==> config.mk <==
export PLATFORM = sky130hd
export DESIGN_NAME = mul_div_unit
export DESIGN_NICKNAME = d
export VERILOG_FILES = /design/src/rtl/mul_div_unit.sv
export SDC_FILE = /design/constraint.sdc
export NUM_CORES = 1
export LEC_CHECK = 0
export CORE_ASPECT_RATIO = 1.75
export CORE_UTILIZATION = 25
export DETAILED_ROUTE_END_ITERATION = 16
export SLEW_MARGIN = 10
export SYNTH_ARGS = -nofsm -noshare
export SYNTH_HDL_FRONTEND = slang
export SYNTH_SLANG_ARGS = --single-unit
==> constraint.sdc <==
create_clock -name CLK -period 4 [get_ports CLK]
set_clock_uncertainty 0.05 [all_clocks]
set_input_delay 0.8 -clock CLK [delete_from_list [all_inputs] [get_ports CLK]]
set_output_delay 0.8 -clock CLK [all_outputs]
set_load 0.05 [all_outputs]
==> src/rtl/mul_div_unit.sv <==
// Iterative RV32M multiply/divide unit: radix-2 shift-add multiply and restoring divide,
// fixed 33-cycle latency from the START edge to the DONE pulse.
module mul_div_unit (
   input  logic        CLK,
   input  logic        RESET,
   input  logic [31:0] DATA1,
   input  logic [31:0] DATA2,
   input  logic [2:0]  FUNC,
   input  logic        START,
   input  logic        FLUSH,
   output logic [31:0] RESULT,
   output logic        BUSY,
   output logic        DONE
);

   // Handshake: START is taken only in IDLE (and not with FLUSH); BUSY is high from the
   // accepting edge until the FIX edge; DONE is a one-cycle pulse with RESULT valid.
   typedef enum logic [1:0] {IDLE, CALC, FIX, DONE_ST} state_t;

   state_t      state, state_nxt;
   logic [4:0]  cnt;
   logic [2:0]  func_q;
   logic [31:0] mag_a, mag_b;
   logic        sign_a, sign_b, div_zero, ovf;
   logic [63:0] prod;
   logic [31:0] rem;
   logic [31:0] quo;

   // operand interpretation at START
   logic        is_div, a_signed, b_signed, in_sa, in_sb, accept;
   logic [31:0] in_mag_a, in_mag_b;

   always_comb begin
      is_div   = FUNC[2];
      a_signed = is_div ? ~FUNC[0] : (FUNC[1:0] != 2'b11);
      b_signed = is_div ? ~FUNC[0] : ~FUNC[1];
      in_sa    = a_signed & DATA1[31];
      in_sb    = b_signed & DATA2[31];
      in_mag_a = in_sa ? (~DATA1 + 32'd1) : DATA1;
      in_mag_b = in_sb ? (~DATA2 + 32'd1) : DATA2;
      accept   = (state == IDLE) && START && !FLUSH;
   end

   // one iteration of each algorithm
   logic [32:0] mul_sum, rem_sh, rem_sub;
   logic [63:0] prod_nxt;
   logic        rem_ge;

   always_comb begin
      mul_sum  = {1'b0, prod[63:32]} + (prod[0] ? {1'b0, mag_a} : 33'd0);
      prod_nxt = {mul_sum, prod[31:1]};
      rem_sh   = {rem, quo[31]};
      rem_sub  = rem_sh - {1'b0, mag_b};
      rem_ge   = (rem_sh >= {1'b0, mag_b});
   end

   // sign correction and special-case overrides
   logic [63:0] prod_s;
   logic [31:0] quo_s, rem_s, a_orig, fix_res;

   always_comb begin
      prod_s  = (sign_a ^ sign_b) ? -prod : prod;
      quo_s   = (sign_a ^ sign_b) ? -quo : quo;
      rem_s   = sign_a ? -rem : rem;
      a_orig  = sign_a ? -mag_a : mag_a;
      fix_res = prod_s[31:0];
      case (func_q)
         3'b000:                 fix_res = prod_s[31:0];
         3'b001, 3'b010, 3'b011: fix_res = prod_s[63:32];
         3'b100, 3'b101:         fix_res = div_zero ? 32'hFFFF_FFFF : (ovf ? 32'h8000_0000 : quo_s);
         default:                fix_res = div_zero ? a_orig : (ovf ? 32'h0000_0000 : rem_s);
      endcase
   end

   always_ff @(posedge CLK or negedge RESET) begin
      if (!RESET) state <= IDLE;
      else        state <= state_nxt;
   end

   always_comb begin
      state_nxt = state;
      BUSY      = 1'b0;
      DONE      = 1'b0;
      case (state)
         IDLE:    if (accept) state_nxt = CALC;
         CALC:    begin
                     BUSY = 1'b1;
                     if (cnt == 5'd0) state_nxt = FIX;
                  end
         FIX:     begin
                     BUSY      = 1'b1;
                     state_nxt = DONE_ST;
                  end
         DONE_ST: begin
                     DONE      = 1'b1;
                     state_nxt = IDLE;
                  end
         default: state_nxt = IDLE;
      endcase
      if (FLUSH) state_nxt = IDLE;
   end

   always_ff @(posedge CLK or negedge RESET) begin
      if (!RESET) begin
         cnt      <= 5'd0;
         func_q   <= 3'd0;
         mag_a    <= 32'd0;
         mag_b    <= 32'd0;
         sign_a   <= 1'b0;
         sign_b   <= 1'b0;
         div_zero <= 1'b0;
         ovf      <= 1'b0;
         prod     <= 64'd0;
         rem      <= 32'd0;
         quo      <= 32'd0;
         RESULT   <= 32'd0;
      end else if (accept) begin
         cnt      <= 5'd31;
         func_q   <= FUNC;
         mag_a    <= in_mag_a;
         mag_b    <= in_mag_b;
         sign_a   <= in_sa;
         sign_b   <= in_sb;
         div_zero <= (DATA2 == 32'd0);
         ovf      <= is_div && !FUNC[0] && (DATA1 == 32'h8000_0000) && (DATA2 == 32'hFFFF_FFFF);
         prod     <= {32'd0, in_mag_b};
         rem      <= 32'd0;
         quo      <= in_mag_a;
      end else if (state == CALC && !FLUSH) begin
         if (cnt != 5'd0) cnt <= cnt - 5'd1;
         if (func_q[2]) begin
            rem <= rem_ge ? rem_sub[31:0] : rem_sh[31:0];
            quo <= {quo[30:0], rem_ge};
         end else begin
            prod <= prod_nxt;
         end
      end else if (state == FIX && !FLUSH) begin
         RESULT <= fix_res;
      end
   end

endmodule

==> impl_results.md <==
- Clk pwr share: 0.115
- Die H: 363 um
- Most common flop cell mapped by yosys: dfrtp_1
- Post-Syn Nets: 2436
- Placed Instance Area: 21400 um2
- Worst-path clk slew: 0.07 ns
- Cell Int Power: 11.1 mW
- Crit Path Class: flip-flop to flip-flop
- Drt via density: 5.52
- Initial antenna violation count: 3
- Crit start category: flip-flop
- Area Overhead vs Synth: 19.7%
- Worst-Skew Late Latency: 0.59 ns
- Clk buf depth: 3
- Drt total wl: 82000 um
- Fillers: 7926
- R2R depth: 9
- Worst R2R Start: prod[25]
- Share of post-route cells with drive strength above 1: 0.0836
- PortBufs: 104
- DIE AREA: 75800 um2
- Final hold violation count: 0
- Peak Freq: 258 MHz
- Gr ovfl total: 0
- Number of global-route vias before repair: 18500
- Initial core utilization: 0.252
- Detailed placement HPWL: 65400 um
- DRC errors left: 0
- Net Sw Power: 12.8 mW
- Cells after Synth: 2285
- Fin crit share: 0.969
- Synth Register Bits: 238
- Peak supply drop: 0.000524 V
- All-Layer GR Usage: 0.214
- Status: finished, final reports clean
- Slew HR: 0.365
- Final slew viol count: 0
- Sw Share: 0.536
- Core area: 74000 um2
- Finish-stage setup viols: 0
- Number of I/O pins: 105
- Max cap viols: 0
- Cell area after layout: 22300 um2
- CTS Buf Count: 25
- Combinational group share of total power: 0.658
- Wire per inst: 24.4 um
- CTS HTree Levels: 1
- Setup slack after layout: 0.123 ns
- Minimum clock period: 3.88 ns
- Worst slew pin tran: 0.948 ns
- Pin count of the biggest net entering global routing: 70
- RD Place Congestion: 1.03
- Die Wd: 208 um
- Worst path cell trace: or4_4 > or3_4 > or4_4 > or4_1 > or3_4 > o31ai_4 > xnor2_1 > a221oi_2 > a21oi_1
- Avg Cell Area, Syn: 8.16 um2
- CTS Sinks: 238
- Critical path required time: 4.41 ns
- Worst-path maximum fanout: 8
- First-pass GRT wire length: 120000 um
- Root Driver: clkbuf_16
- Routed Antenna Nets: 0
- Reg power frac: 0.227
- Routed vias: 18600
- Crit path from: prod[25]
- Worst Setup End Kind: flip-flop
- Num rows: 132
- Leakage: 9.33 nW
- DRT iter0 DRCs: 1511
- Post-synth EDFFs: 0
- Netlist cell types: 76
- Setup WS pre-CTS: 0.123 ns
- Hold Crit Class: input port to asynchronous set/reset pin
- Seq/Total Area, Yosys: 0.319
- Yosys warning total: 0
- RSZ-0062 raised after global routing: no
- Slowest-stage cell, CP: or4_1
- Mapped cell area: 18700 um2
- Max incr delay on CP: 0.72 ns
- DR pass1 iterations: 5
- Sum of negative setup slack: 0 ns
- Tot Pwr: 23.9 mW
- PwrDens: 1070 nW/um2
- CTS tree: built
- Post-synth ARST share: 1.00
- Critical Path AT: 4.29 ns
- Final nets: 2560
[Yosys cell counts (4+ instances only)]
cell,instances,share of area
a211o_1,4,0.0019
a211oi_1,22,0.0089
a21boi_0,8,0.0032
a21o_1,56,0.023
a21oi_1,220,0.059
a221o_1,28,0.015
a221oi_1,21,0.0099
a22o_1,26,0.012
a22oi_1,4,0.0016
a31oi_1,25,0.0084
and2_1,38,0.013
and3_1,42,0.014
buf_1,7,0.0014
clkbuf_1,113,0.023
dfrtp_1,238,0.32
ha_1,78,0.052
inv_1,76,0.015
mux2i_1,19,0.010
nand2_1,222,0.045
nand2b_1,20,0.0067
nand3_1,32,0.0086
nand4_1,20,0.0067
nor2_1,199,0.040
nor2b_1,9,0.0030
nor3_1,56,0.015
nor4_1,28,0.0094
o211ai_1,19,0.0076
o21a_1,8,0.0032
o21ai_0,147,0.039
o21bai_1,10,0.0040
o221a_2,4,0.0024
o221ai_1,12,0.0056
o22ai_1,19,0.0064
o31a_1,4,0.0019
o31ai_1,49,0.020
o32a_1,5,0.0027
o41ai_1,23,0.011
or2_2,16,0.0054
or3_1,29,0.0097
or4_1,21,0.0085
xnor2_1,137,0.064
xor2_1,117,0.055
[critical path: cells and delay by family, from the launching register on]
kind / cells / cell delay, ns
and+or+nand+nor: 5 / 2.56
AOI/OAI and AO/OA: 3 / 0.56
DFF: 1 / 0.43
xor gates and xnor gates: 1 / 0.14
[placed cells by master, fill, tap and decap left out, types with 21 or more instances in the layout]
cell type / count
a21oi_1: 220
a31oi_1: 25
or3_1: 29
inv_1: 76
and2_1: 37
ha_1: 78
nand2_1: 222
a221o_1: 28
o21ai_0: 146
nor4_1: 28
o41ai_1: 23
o31ai_1: 49
or4_1: 21
nor3_1: 56
and3_1: 42
a211oi_1: 22
buf_4: 110
xnor2_1: 136
a21o_1: 56
a22o_1: 26
clkdlybuf4s50_1: 103
xor2_1: 116
nand3_1: 32
dfrtp_1: 237
a221oi_1: 21
clkbuf_16: 25
nor2_1: 196
[registers in the layout, indices dropped and copies added (netlist names)]
name and cells:
prod 64, RESULT 32, mag_a 32, mag_b 32, quo 32, rem 32, cnt 5, func_q 3
state 2, div_zero 1, ovf 1, sign_a 1, sign_b 1
[power by group through the flow]
stage | clock network [mW] | logic (mW) | registers, mW
detailed placement | 0 | 15.4 | 5.44
CTS | 2.78 | 15.5 | 5.40
floorplan | 0 | 9.68 | 5.14
global route | 2.85 | 16.8 | 5.56
finish | 2.74 | 15.8 | 5.44
global placement | 0 | 15.3 | 5.43
[final timing paths]
check,end,slack [ns]
max,RESULT[25],0.12
min,mag_b[4],0.12
max reg2reg,RESULT[25],0.12
min reg2reg,mag_b[14],0.43
max in group asynchronous,RESULT[5],2.90
min in group CLK,mag_b[14],0.43
[cell families (layout without fill, tap and decap cells)]
group,after synthesis,count (layout),share of synthesized area
fa+ha+maj,80,80,0.0545
flops,238,238,0.319
simple gates,752,752,0.194
mux,21,21,0.0114
other cells,0,1,0
xor+xnor,254,254,0.119
compound gates,742,742,0.261
buf+inv,198,341,0.0400
[metrics by stage]
stage | cells | hold slack, ns | util
after global placement | 3320 | 0.412 | 0.289
after floorplan | 2285 | 0.399 | -
after CTS | 3366 | 0.147 | 0.302
after global routing | 3366 | 0.166 | 0.302
after detailed placement | 3320 | 0.416 | 0.289
final | 3367 | 0.122 | 0.302
[per-layer routing]
layer  GRT usage  up-vias  share of wire
met3      0.0292      276          0.048
met1       0.215     9069           0.35
met2       0.378      654           0.49
li1            -     8590              -
met5           0        -        0.00043
met4       0.205        6           0.11
[final cells by class]
type / count / area, um2 / share of cell area
multi-input combinational: 1849 / 12000 / 0.538
inverter: 76 / 285 / 0.0128
clock buffer: 29 / 681 / 0.0305
antenna: 1 / 2.50 / 0.000112
tap: 938 / 1170 / 0.0526
timing repair buffer: 219 / 1970 / 0.0883
clock inverter: 17 / 245 / 0.0110
sequential: 238 / 5960 / 0.267
[repair_timing]
action                     CTS  global route
setup endpoints to repair    0             4
resized for setup            0             1
hold buffers                 0             0
buffers inserted             0             0
Power figures use the tool's default switching activity.
